$ cat config.mk
export PLATFORM = sky130hd
export DESIGN_NAME = fetch_unit
export DESIGN_NICKNAME = d
export VERILOG_FILES = /design/src/rtl/fetch_unit.sv
export SDC_FILE = /design/constraint.sdc
export NUM_CORES = 1
export LEC_CHECK = 0
export BUFFER_PORTS_ARGS = -buffer_cell sky130_fd_sc_hd__buf_2
export CAP_MARGIN = 0
export CORE_MARGIN = 10
export CORE_UTILIZATION = 50
export CTS_BUF_LIST = sky130_fd_sc_hd__clkbuf_8
export CTS_CLUSTER_DIAMETER = 150
export DETAILED_ROUTE_END_ITERATION = 8
export GPL_ROUTABILITY_DRIVEN = 1
export PLACE_DENSITY_LB_ADDON = 0.05
export SLEW_MARGIN = 20
export SYNTH_ARGS = -nofsm -noshare
export SYNTH_HDL_FRONTEND = slang
export SYNTH_SLANG_ARGS = --single-unit
$ cat constraint.sdc
create_clock -name clk -period 3.3 [get_ports clk]
set_clock_uncertainty 0.2 [all_clocks]
set_input_delay 0.165 -clock clk [delete_from_list [all_inputs] [get_ports clk]]
set_output_delay 0.165 -clock clk [all_outputs]
set_load 0.02 [all_outputs]
$ cat src/rtl/fetch_unit.sv
// Instruction fetch stage.
// Owns the architectural PC and fetches one instruction at a time over a
// req/gnt/rvalid memory port. The fetched word is presented to
// decode_execute as ir/pc. When decode_execute consumes the instruction,
// the next PC is chosen from its pc_sel/imm/br_taken/rs1_data inputs.
// Only one instruction is ever in flight, so a branch never needs a flush.
// A computed target that is not 4-byte aligned parks the unit in a halt
// state that only reset can leave.

`ifndef SEL_PC_WIDTH
`define SEL_PC_WIDTH 3
`endif
`ifndef SEL_PC_PLUS4
`define SEL_PC_PLUS4 3'd0
`endif
`ifndef SEL_PC_JAL
`define SEL_PC_JAL 3'd1
`endif
`ifndef SEL_PC_JALR
`define SEL_PC_JALR 3'd2
`endif
`ifndef SEL_PC_BRANCH
`define SEL_PC_BRANCH 3'd3
`endif

module fetch_unit #(
    parameter logic [31:0] RESET_PC = 32'h0000_0000,
    parameter logic [31:0] NOP_INSN = 32'h0000_0013
) (
    input  logic                     clk,
    input  logic                     rst_n,
    // instruction memory port
    output logic                     imem_req,
    output logic [31:0]              imem_addr,
    input  logic                     imem_gnt,
    input  logic                     imem_rvalid,
    input  logic [31:0]              imem_rdata,
    // interface to decode_execute
    output logic [31:0]              ir,
    output logic [31:0]              pc,
    output logic                     ir_valid,
    input  logic                     ex_ready,
    input  logic [`SEL_PC_WIDTH-1:0] pc_sel,
    input  logic [31:0]              imm,
    input  logic                     br_taken,
    input  logic [31:0]              rs1_data,
    // status
    output logic                     fetch_misaligned,
    output logic [31:0]              fetch_count
);

    typedef enum logic [2:0] {
        S_BOOT  = 3'd0,
        S_REQ   = 3'd1,
        S_WAIT  = 3'd2,
        S_VALID = 3'd3,
        S_HALT  = 3'd4
    } state_t;

    // Next-PC selection. Every addition wraps at 32 bits.
    // A JALR target always has bit 0 cleared.
    // Any unused select code falls back to sequential fetch.
    function automatic logic [31:0] calc_next_pc(
        input logic [`SEL_PC_WIDTH-1:0] sel,
        input logic [31:0]              pc_v,
        input logic [31:0]              imm_v,
        input logic [31:0]              rs1_v,
        input logic                     taken
    );
        logic [31:0] result;
        case (sel)
            `SEL_PC_PLUS4:  result = pc_v + 32'd4;
            `SEL_PC_JAL:    result = pc_v + imm_v;
            `SEL_PC_JALR:   result = (rs1_v + imm_v) & ~32'h0000_0001;
            `SEL_PC_BRANCH: result = taken ? (pc_v + imm_v) : (pc_v + 32'd4);
            default:        result = pc_v + 32'd4;
        endcase
        return result;
    endfunction

    // A word-aligned address has both low bits clear.
    function automatic logic is_misaligned(input logic [31:0] addr_v);
        return (addr_v[1:0] != 2'b00);
    endfunction

    state_t      state_q, state_d;
    logic [31:0] pc_q, pc_d;
    logic [31:0] ir_q, ir_d;
    logic [31:0] count_q, count_d;
    logic        imem_req_q, imem_req_d;
    logic        ir_valid_q, ir_valid_d;
    logic        misaligned_q, misaligned_d;
    logic [31:0] next_pc_s;
    logic        consume_s;

    // Candidate next PC. It is only committed when the held instruction
    // is consumed.
    always_comb begin
        next_pc_s = calc_next_pc(pc_sel, pc_q, imm, rs1_data, br_taken);
    end

    // ex_ready only has an effect while a valid instruction is held.
    always_comb begin
        consume_s = (state_q == S_VALID) && ex_ready;
    end

    // FSM next-state logic, plus the PC, IR and counter datapath updates.
    always_comb begin
        state_d = state_q;
        pc_d    = pc_q;
        ir_d    = ir_q;
        count_d = count_q;
        case (state_q)
            S_BOOT: begin
                state_d = S_REQ;
            end
            S_REQ: begin
                // A stray rvalid left over from before a reset is ignored here.
                if (imem_gnt) begin
                    state_d = S_WAIT;
                end else begin
                    state_d = S_REQ;
                end
            end
            S_WAIT: begin
                if (imem_rvalid) begin
                    ir_d    = imem_rdata;
                    state_d = S_VALID;
                end else begin
                    state_d = S_WAIT;
                end
            end
            S_VALID: begin
                if (consume_s) begin
                    // The PC takes the target even when that target faults,
                    // so the bad address stays visible on pc.
                    pc_d    = next_pc_s;
                    ir_d    = NOP_INSN;
                    count_d = count_q + 32'd1;
                    if (is_misaligned(next_pc_s)) begin
                        state_d = S_HALT;
                    end else begin
                        state_d = S_REQ;
                    end
                end else begin
                    state_d = S_VALID;
                end
            end
            S_HALT: begin
                state_d = S_HALT;
            end
            default: begin
                // An encoding outside the enum recovers through a clean boot.
                state_d = S_BOOT;
                ir_d    = NOP_INSN;
            end
        endcase
    end

    // Output flags are decoded from the next state and registered,
    // so the ports never carry combinational glitches.
    always_comb begin
        imem_req_d   = (state_d == S_REQ);
        ir_valid_d   = (state_d == S_VALID);
        misaligned_d = misaligned_q | (state_d == S_HALT);
    end

    // State, datapath and output registers.
    // Asynchronous reset drops any response that is still outstanding.
    always_ff @(posedge clk or negedge rst_n) begin
        if (!rst_n) begin
            state_q      <= S_BOOT;
            pc_q         <= RESET_PC;
            ir_q         <= NOP_INSN;
            count_q      <= 32'd0;
            imem_req_q   <= 1'b0;
            ir_valid_q   <= 1'b0;
            misaligned_q <= 1'b0;
        end else begin
            state_q      <= state_d;
            pc_q         <= pc_d;
            ir_q         <= ir_d;
            count_q      <= count_d;
            imem_req_q   <= imem_req_d;
            ir_valid_q   <= ir_valid_d;
            misaligned_q <= misaligned_d;
        end
    end

    assign imem_req         = imem_req_q;
    assign imem_addr        = pc_q;
    assign ir               = ir_q;
    assign pc               = pc_q;
    assign ir_valid         = ir_valid_q;
    assign fetch_misaligned = misaligned_q;
    assign fetch_count      = count_q;

endmodule

# --- Yosys cells after proc, flatten, opt, wreduce, memory -nomap -nowiden ---
# Cells that the tools add are included.
# Widths: inputs -> output; s select.
classes:
  n_addsub: 4
  n_mul: 0
  n_div: 0
  order_cmp: 0
  n_eq_ne: 12
  shift: 0
  n_mux: 10
  bitwise: 2
  n_reduce_logical: 6
ops:
  columns: ["op", "count"]
  rows:
  - ["$pmux 32 s3", 2]
  - ["$mux 32", 3]
  - ["$add 32x32->32", 2]
  - ["$add 32x1->32 const B", 1]
  - ["$add 32x3->32 const B", 1]
  - ["$eq 3x2->1 const B", 5]
  - ["$pmux 3 s5", 1]
  - ["$eq 3x1->1 const B", 3]
  - ["$eq 3x3->1 const B", 2]
  - ["$mux 3", 2]
  - ["$ne 2x2->1 const B", 2]
  - ["$logic_not 3->1", 1]
  - ["$reduce_and 3->1", 1]
  - ["$reduce_or 3->1", 1]
  - ["$mux 2", 1]
  - ["$reduce_and 2->1", 1]
  - ["$reduce_bool 2->1", 1]
  - ["$logic_and 1x1->1", 1]
  - ["$mux 1", 1]
  - ["$not 1->1", 1]
  - ["$or 1x1->1", 1]
word_totals:
  regBits: 102
  latchBits: 0
  ramBits: 0
  romBits: 0
  in_bits: 105
  output_inout_bits: 131
  word_cells: 41
  memories: 0

# --- Logic depth before layout (Yosys ltp) ---
# Gate-level depths: netlist of the first run.
logic_depth:
  ltp_word: 9
  depth_mapped: 13

# --- Worst setup path before layout of the first run ---
# Ideal clock, no wire load.
synth_timing:
  path_kind: "reg2reg"
  from: "register pc_q[0], in the netlist imem_addr[0]"
  to: "register pc_q[30], in the netlist imem_addr[30]"
  t_arrival_ps: 2687
  required_time_ps: 2964
  setup_slack_ps: 277
  path_stages_with_launch: 14
  n_path_buf: 0
  period_less_slack_ps: 3023
  cell_sequence: "dfrtp_1 ha_1 inv_1 fa_1 nor2b_1 o21ai_1 a21oi_1 o2111ai_1 and2_1 o21ai_1 nand3_1 mux2i_1 a221oi_1 o21ai_0"
synth_via:
  elab_chain_len: 3
  word_cells_on_any_way: 4
synth_rtl:
  columns: ["item", "line_no", "source"]
  rows:
  - ["start, declared", "87", "logic [31:0] pc_q, pc_d;"]
  - ["start signal, assigned", "181", "pc_q <= pc_d;"]
  - ["$add 32x3->32 or $add 32x32->32 (tied branches)", null, null]
  - ["$mux 32", "75", "`SEL_PC_BRANCH: result = taken ? (pc_v + imm_v) : (pc_v + 32'd4);"]
  - ["$pmux 32 s3 *", "71", "case (sel)"]
# Mark *: on every way between the ends. The rest lies on a longest branch, timed or not.
# A chain may end at the register's enable or synchronous reset.

# --- Final worst setup path of the first run ---
layout_timing:
  from: "register pc_q[7], in the netlist imem_addr[7]"
  to: "register pc_q[29], in the netlist imem_addr[29]"
# Same word-level chain as after synthesis.

==> flow_summary.yaml, run 1 <==
floorplanning:
  die_area_sq_um: 22700
  fp.dieW_microns: 151
  core_sq_um: 16600
  die_h_microns: 151
  io_pins: 236
  start_util_pct: 51.3
  row_count: 47
global_routing:
  grt_pass1_vias: 8628
  grt_max_degree: 54
  antenna_found_initial: 0
  overflow: 0
  grt_pass1_wl_microns: 45300
  grtUsageTotal_pct: 24.6
cts:
  clockBufferDepth: 2
  cts_max_level: 3
  path_clk_slew_ns: 0.12
  clk_latency_ns: 0.39
  cts_tree: "yes"
  cts_made_buffers: 9
  cts.sinks: 102
  cts_root_buf: "clkbuf_8"
finish:
  final_util_pct: 63.3
  mostFrequentLayoutCells: "234 x buf_2, 163 x nand2_1, 99 x dfrtp_1"
  multiInputGateArea_sq_um: 5530
  final.fill_count: 1482
  final_area_sq_um: 10500
  drive_gt1_share_pct: 24.9
  regArea_sq_um: 2560
  stdcell_count: 1534
  nNetsFinal: 1479
  area_growth_pct: 23.3
  final_common_cell: "buf_2"
  antenna_cells: 0
job:
  maxCapViolations: 0
status:
  status: "finished clean"
sta:
  relSlewSlack_pct: 52.2
  max_clock_freq_mhz: 322
  fin_crit_sh_pct: 94.2
  setup_viol: 0
  slew_viol_final: 0
  hold_viol: 0
  min_period_ns: 3.11
  timing.hold.ws_ns: 0.0575
  layout_setup_ws_ns: 0.193
  tightest_slew_ns: 0.718
  finalSetupTns_ns: 0
setup_path:
  crit_fanout: 4
  worstPathRequired_ns: 3.36
  worst_setup_path_start_kind: "register"
  crit_path_end_kind: "register"
  crit_type: "register to register"
  worstPathArrival_ns: 3.17
synthesis:
  synth-seq-cells: 102
  synth_nets: 1225
  synth.area.top_cells: "dfrtp_1 29%, ha_1 9.2%, nand2_1 7.2%, xnor2_1 5.9%, a21oi_1 4.9%"
  synth_cells: 1055
  ys_seq_area_share_pct: 29.9
  synth_top_flop_cell: "dfrtp_1"
  synth_warnings: 0
  synth.top_cell.area_share_pct: 29.0
  netlist-cell-type-count: 74
  syn-cell-area_sq_um: 8540
  synthArstFlopShare_pct: 100
  synth-edff-count: 0
  avgSynthCellArea_sq_um: 8.09
  synth_top_cell_by_area: "dfrtp_1"
drt:
  vias_per_cell: 5.76
  routed_wl_microns: 28900
  drt_pass1_iterations: 5
  drc: 0
  wl_per_cell_microns: 18.9
  drtIter0Drc: 599
  vias: 8839
  final_antenna_net_count: 0
placed_design:
  globalplace.congestion: 0.935
  pre_cts_slack_ns: 0.153
  placed_cells: 1482
  portBuffers: 235
  place_hpwl_microns: 22300
  place_area_sq_um: 9940
power_and_ir_drop:
  p_per_area_nw_per_um2: 710
  p_leak_nw: 5.28
  p_total_mw: 7.48
  irDropWorstVdd_mv: 0.395
hold_path:
  hold_class: "primary input to register"
## where the power goes
part | switching (mW) | internal (mW)
logic | 2.89 | 1.71
registers | 0.365 | 1.63
clock network | 0.522 | 0.371
## cell type report
type,count,area share [%]
Clock inverter,7,0.844
Inverter,27,0.963
Multi-Input combinational cell,858,52.6
Sequential cell,102,24.3
Timing Repair Buffer,311,17.6
Tap cell,220,2.61
Clock buffer,9,1.18
## registers in the layout, indices dropped and copies added (netlist names)
signal            cells
fetch_count          32
ir                   32
imem_addr            32
state_q               3
imem_req              1
fetch_misaligned      1
ir_valid              1
## cells by family after synthesis
logic type / count (synthesis) / share of synthesized area [%]
AO/OA/AOI/OAI: 283 / 21.2
flip-flops: 102 / 29.9
multiplexers: 3 / 0.352
adder cells (fa/ha/maj): 65 / 9.70
XOR/XNOR: 97 / 9.95
buffers and inverters: 95 / 5.74
AND/OR/NAND/NOR: 410 / 23.1
## synth_stat cells (all sizes together) (13+ instances only)
library cell    n
clkbuf         22
and3           19
xor2           39
o21ai          69
nor4           14
ha             63
nor2           66
a31oi          14
dfrtp          99
nand3          70
inv            27
nand4          19
a21oi          84
xnor2          58
nor2b          15
buf            46
nand2         163
o22ai          13
a21o           29
## what timing repair did
action	in CTS	in global routing
hold buffers	35	0
buffers inserted	0	1
resized for setup	0	7
endpoints found under the setup margin	0	6
hold endpoints to repair	86	0
## per-layer routing
metal	GRT usage (%)	share of wire, %	vias up
met2	39.1	44	392
met5	0	0	-
met3	4.35	8.8	48
li1	-	-	4286
met1	33.5	45	4113
met4	7.31	2.3	0
## critical path: stages, from the launching register on
cell	delay, ns
dfrtp_1	0.40
ha_1	0.36
o21ai_0	0.18
nor4_1	0.41
o21ai_2	0.18
a211oi_1	0.26
nor3_1	0.11
o21a_1	0.20
o21a_1	0.22
xnor2_1	0.14
a221oi_1	0.25
a221oi_1	0.07
## path summary, 6_finish.rpt
kind / from / end / slack, ns / cells past startpoint
setup / recovery: imem_addr[7] / imem_addr[29] / 0.19 / 11
hold / removal: imm[0] / imem_addr[0] / 0.06 / 3
setup reg to reg: imem_addr[7] / imem_addr[29] / 0.19 / 11
hold reg to reg: ir[18] / ir[18] / 0.27 / 2
max in group asynchronous: rst_n / ir[1] / 1.94 / 3
min in group asynchronous: rst_n / fetch_count[21] / 0.17 / 2
No activity file was read; power rests on OpenSTA's default activity.
==> inputs of run 2 (changes only) <==
Settings changed: ABC_AREA from default to 1.
==> run 2 against run 1 <==
  * Via count grew 28%
  * Setup slack gained 0.36 ns
  * Highest routed layer unchanged
  * Register-to-register slack gained 0.36 ns
  * Die area grew 15%
  * Combinational power grew 25%
  * Critical endpoint is now imem_addr[28]
==> flow_summary.yaml, run 2 <==
status:
  status: "finished clean"
synthesis:
  synth_top_family_by_area: "simple AND/OR/NAND/NOR gates"
  netlist-cell-type-count: 49
  synth_nets: 1759
  synth-seq-cells: 102
  synth.top_cell.area_share_pct: 24.8
  syn-cell-area_sq_um: 9980
  synth_top_cell_by_area: "dfrtp_1"
  synth_top_flop_cell: "dfrtp_1"
  synthMuxAreaShare_pct: 0
  synth_compound_area_share_pct: 12.6
  netlist_top_cells_count: "445 x nand2_1, 231 x inv_1, 162 x nor2_1"
  synth_cells: 1589
  ys_seq_area_share_pct: 25.6
  synth-edff-count: 0
  synth_xor_area_share_pct: 4.12
  avgSynthCellArea_sq_um: 6.28
  synthAdderAreaFrac_pct: 8.30
  synth_warnings: 0
  synthArstFlopShare_pct: 100
  synthMostInstantiatedCell: "nand2_1"
  synth.area.top_cells: "dfrtp_1 25%, nand2_1 17%, inv_1 8.7%, ha_1 7.9%, nand3_1 7.2%"
  synthSimpleGateAreaFrac_pct: 37.3
finish:
  antenna_cells: 0
  multiInputGateArea_sq_um: 6240
  mostFrequentLayoutCells: "445 x nand2_1, 234 x buf_2, 231 x inv_1"
  regArea_sq_um: 2560
  area_growth_pct: 19.3
  final.fill_count: 1975
  drive_gt1_share_pct: 16.4
  nNetsFinal: 2003
  stdcell_count: 2103
  final_util_pct: 61.0
  final_common_cell: "nand2_1"
cts:
  cts.sinks: 102
  cts_tree: "yes"
  clockBufferDepth: 2
  cts_max_level: 3
  clk_latency_ns: 0.38
  cts_resized: 0
  path_clk_slew_ns: 0.13
  cts_root_buf: "clkbuf_8"
  cts_made_buffers: 9
power_and_ir_drop:
  switchingPower_mw: 4.98
  combinationalPowerShare_pct: 64.5
  p_total_mw: 8.91
  p_per_area_nw_per_um2: 748
  p_int_mw: 3.93
  irDropWorstVdd_mv: 0.504
  clock_power_share_pct: 10.1
  netSwitchingFraction_pct: 55.9
  seqPwrFrac_pct: 25.4
  p_leak_nw: 6.41
global_routing:
  antenna_found_initial: 0
  grt_pass1_wl_microns: 58300
  grt_pass1_vias: 10900
  overflow: 0
  grt_max_degree: 65
  grtUsageTotal_pct: 27.4
floorplanning:
  io_pins: 236
  row_count: 51
  die_area_sq_um: 26000
  die_h_microns: 161
  fp.dieW_microns: 161
  core_sq_um: 19500
  start_util_pct: 51.1
sta:
  tightest_slew_ns: 0.738
  setup_viol: 0
  relSlewSlack_pct: 50.8
  min_period_ns: 2.75
  max_clock_freq_mhz: 364
  fin_crit_sh_pct: 83.3
  slew_viol_final: 0
  finalSetupTns_ns: 0
  rsz0062_at_grt: "no"
  hold_viol: 0
placed_design:
  place_hpwl_microns: 30000
  globalplace.congestion: 1.02
  placed_cells: 2051
  portBuffers: 235
setup_path:
  crit_fanout: 4
  rr_worst_depth: 15
  crit_path_end_kind: "register"
  crit_type: "register to register"
  regToRegStartpoint: "imem_addr[0]"
  worstPathArrival_ns: 2.85
  r2r_setup_slack_ns: 0.55
  worstPathRequired_ns: 3.40
  r2r-end: "imem_addr[28]"
  worst_setup_path_start_kind: "register"
drt:
  drc: 0
  vias: 11300
  drtIter0Drc: 972
  vias_per_cell: 5.39
  routed_wl_microns: 37100
  drt_pass1_iterations: 5
  final_antenna_net_count: 0
  wl_per_cell_microns: 17.6
hold_path:
  holdPathEnd: "ir_valid"
  hold_class: "primary input to register"
  worstHoldStart: "ex_ready"
  min_path_cells: 6
job:
  maxCapViolations: 0
==> run 2: changes by cell type in the layout (fill, tap and decap cells not counted), moves of 24 or more <==
| cell | before | now |
|---|---|---|
| a21o_1 | 29 | 5 |
| buf_4 | 41 | 17 |
| inv_1 | 27 | 231 |
| nand2_1 | 163 | 445 |
| nand3_1 | 69 | 144 |
| nor2_1 | 64 | 162 |
| o21ai_0 | 62 | 102 |
| xnor2_1 | 58 | 24 |
==> run 2: metal layers <==
metal / global-route usage, % / up-vias / part of all wire [%]
met5: 0 / - / 0
met4: 6.33 / 0 / 2.2
met3: 6.76 / 42 / 9.9
met2: 43.7 / 529 / 45
met1: 36.6 / 5152 / 43
li1: - / 5620 / -
==> run 2: how the worst max path moves through the flow <==
| stage | startpoint | end | slack (ns) | depth (start not counted) |
|---|---|---|---|---|
| after global placement | imem_addr[0] | imem_addr[28] | 0.67 | 15 |
| after detailed placement | imem_addr[0] | imem_addr[28] | 0.62 | 15 |
| after floorplan | imem_addr[0] | imem_addr[28] | 0.90 | 15 |
| final | imem_addr[0] | imem_addr[28] | 0.55 | 15 |
| after CTS | imem_addr[0] | imem_addr[28] | 0.60 | 15 |
| after global routing | imem_addr[0] | imem_addr[28] | 0.34 | 15 |
==> run 2: layout make-up <==
type / count / share of cell area [%]
flip-flops and latches: 102 / 21.5
inverters: 233 / 7.37
clock inverters: 7 / 0.862
clock buffers: 9 / 1.04
well taps: 265 / 2.78
multi-input cells: 1199 / 52.4
repair buffers: 288 / 14.1
==> run 2: logic make-up after synthesis <==
| kind of cell | count (synthesis) |
|---|---|
| adder cells (fa/ha/maj) | 65 |
| AND/OR/NAND/NOR | 856 |
| flip-flops | 102 |
| AO/OA/AOI/OAI | 231 |
| XOR/XNOR | 47 |
| buffers and inverters | 288 |
==> run 2: worst max-delay path, stage by stage (launching register included) <==
cell	delay (ns)
dfrtp_1	0.41
ha_1	0.22
inv_1	0.08
fa_1	0.43
o21ai_0	0.32
nand2_1	0.09
nand2_1	0.16
nand2_1	0.07
nand2_1	0.18
nand2_1	0.13
nand2_1	0.09
nand2_1	0.05
nand3_1	0.06
nand3_1	0.08
nand2_1	0.06
inv_1	0.03
==> run 2: what timing repair did <==
action | CTS | global route
hold buffers | 36 | 0
buffers inserted | 0 | 0
endpoints found under the hold margin | 87 | 0
==> run 2: through the flow <==
step                      hold WS (ns)  setup WS [ns]  cell area, sq um
after floorplan                 -0.331          0.895              9980
after global placement          0.0718          0.667             11300
after detailed placement        0.0796          0.623             11300
after CTS                       0.0234          0.596             11900
after global routing            0.0867          0.345             11900
final                           0.0603          0.551             11900
==> run 2: power groups by stage <==
stage	registers, mW	logic (mW)	clock network [mW]
2_1_floorplan	2.69	3.50	0
3_3_place_gp	2.24	5.57	0
3_5_place_dp	2.26	5.60	0
4_1_cts	2.24	5.68	0.921
5_1_grt	2.32	6.36	0.966
6_report	2.26	5.75	0.902
==> inputs of run 3 (changes only) <==
Clock period 3.3 ns to 2.6 ns, I/O delays scaled along.
==> run 3 against run 2 <==
  * Worst hold slack lost 0.016 ns
  * Design area is 3.4% higher
  * Non-clock buffer count up 48
==> flow_summary.yaml, run 3 (synthesis results as in run 2) <==
status:
  status: "finished clean"
setup_path:
  crit_type: "register to register"
  rr_worst_depth: 12
  r2r_setup_slack_ns: 0.15
  crit_fanout: 5
  crit_end: "imem_addr[26]"
  worstPathRequired_ns: 2.70
  worst_setup_path_start_kind: "register"
  r2r-end: "imem_addr[26]"
  cp-startpoint: "imem_addr[24]"
  regToRegStartpoint: "imem_addr[24]"
  worstPathArrival_ns: 2.55
  crit_path_end_kind: "register"
floorplanning:
  row_count: 51
  start_util_pct: 51.1
  io_pins: 236
  fp.dieW_microns: 161
  die_h_microns: 161
  die_area_sq_um: 26000
  core_sq_um: 19500
drt:
  vias_per_cell: 5.36
  final_antenna_net_count: 0
  drt_pass1_iterations: 6
  wl_per_cell_microns: 17.6
  routed_wl_microns: 37900
  drc: 0
  vias: 11500
  drtIter0Drc: 938
hold_path:
  hold_class: "primary input to register"
sta:
  hold_viol: 0
  fin_crit_sh_pct: 94.3
  rsz0062_at_grt: "no"
  timing.hold.ws_ns: 0.0439
  setup_viol: 0
  min_period_ns: 2.45
  max_clock_freq_mhz: 408
  layout_setup_ws_ns: 0.148
  tightest_slew_ns: 0.813
  slew_viol_final: 0
  finalSetupTns_ns: 0
  relSlewSlack_pct: 45.6
power_and_ir_drop:
  irDropWorstVdd_mv: 0.742
  p_per_area_nw_per_um2: 949
  p_leak_nw: 6.63
placed_design:
  place_hpwl_microns: 30600
  portBuffers: 235
  placed_cells: 2095
  globalplace.congestion: 0.998
  pre_cts_slack_ns: 0.0569
global_routing:
  grt_max_degree: 65
  overflow: 0
  antenna_found_initial: 0
  grtUsageTotal_pct: 28.0
  grt_pass1_vias: 11000
  grt_pass1_wl_microns: 58700
finish:
  final.fill_count: 1919
  area_growth_pct: 23.4
  antenna_cells: 0
  drive_gt1_share_pct: 19.0
  final_common_cell: "nand2_1"
  mostFrequentLayoutCells: "443 x nand2_1, 234 x buf_2, 231 x inv_1"
  nNetsFinal: 2051
  stdcell_count: 2151
cts:
  cts.sinks: 102
  cts_made_buffers: 9
  cts_tree: "yes"
  cts_max_level: 3
  path_clk_slew_ns: 0.12
  cts_root_buf: "clkbuf_8"
  clk_latency_ns: 0.40
  clockBufferDepth: 2
job:
  maxCapViolations: 0
[run 3: cell count changes in the layout (fill, tap and decap cells not counted), moves of 2 or more]
cell           before  now
nand2_1           445  443
buf_4              17   62
dlygate4sd3_1      36   38
nor2_4              0    2
o21ai_2             0    2
nor2_1            162  160
ha_1               63   61
ha_4                0    2
o21ai_0           102  100
nand2_2             1    3
[run 3: area by class of cell]
| class | count | area (sq um) | area share (%) |
|---|---|---|---|
| flip-flops and latches | 102 | 2560 | 20.8 |
| inverters | 233 | 877 | 7.12 |
| multi-input cells | 1199 | 6300 | 51.2 |
| repair buffers | 336 | 2060 | 16.7 |
| clock inverters | 7 | 67.6 | 0.549 |
| clock buffers | 9 | 124 | 1.01 |
| well taps | 265 | 332 | 2.69 |
[run 3: layer usage]
| metal | track usage (%) | up-vias | routed length [microns] |
|---|---|---|---|
| met3 | 7.14 | 55 | 3490 |
| met2 | 46.3 | 475 | 17500 |
| met1 | 35.5 | 5279 | 15900 |
| met4 | 7.86 | 0 | 942 |
| li1 | - | 5720 | - |
| met5 | 0 | - | 0 |
[run 3: worst max-delay path, stage by stage, from the launching register on]
cell,delay [ns]
dfrtp_1,0.40
ha_1,0.42
nand2_1,0.15
nor2_2,0.21
nand2_1,0.12
nor4_1,0.26
nand2_2,0.16
nand2_1,0.09
nand2_1,0.05
nand3_1,0.07
nand2_1,0.05
o21ai_0,0.14
inv_1,0.06
[run 3: worst min path at each step]
| stage | from | to | depth (start not counted) |
|---|---|---|---|
| floorplan | rst_n | fetch_count[0] | 0 |
| global placement | rst_n | imem_addr[30] | 1 |
| detailed placement | rst_n | imem_addr[29] | 1 |
| CTS | ex_ready | fetch_count[3] | 5 |
| global route | ex_ready | fetch_count[3] | 5 |
| finish | ex_ready | fetch_count[3] | 5 |
[run 3: power by group]
part	internal, mW	switching [mW]
Sequential	2.17	0.453
Clock	0.373	0.668
Combinational	2.73	5.29
Total	5.28	6.41
[run 3: what timing repair did]
| action | 4_1_cts | 5_1_grt |
|---|---|---|
| hold buffers | 38 | 0 |
| buffers inserted | 0 | 2 |
| endpoints found under the hold margin | 135 | 0 |
| setup endpoints to repair | 0 | 16 |
| resized for setup | 0 | 16 |
[run 3: per-stage QoR]
step                utilization [%]  cell area, sq um  power (mW)
floorplan                         -              9980        7.85
global placement               59.7             11700        10.3
detailed placement             59.7             11700        10.4
CTS                            62.7             12200        11.5
global route                   63.1             12300        12.6
finish                         63.1             12300        11.7
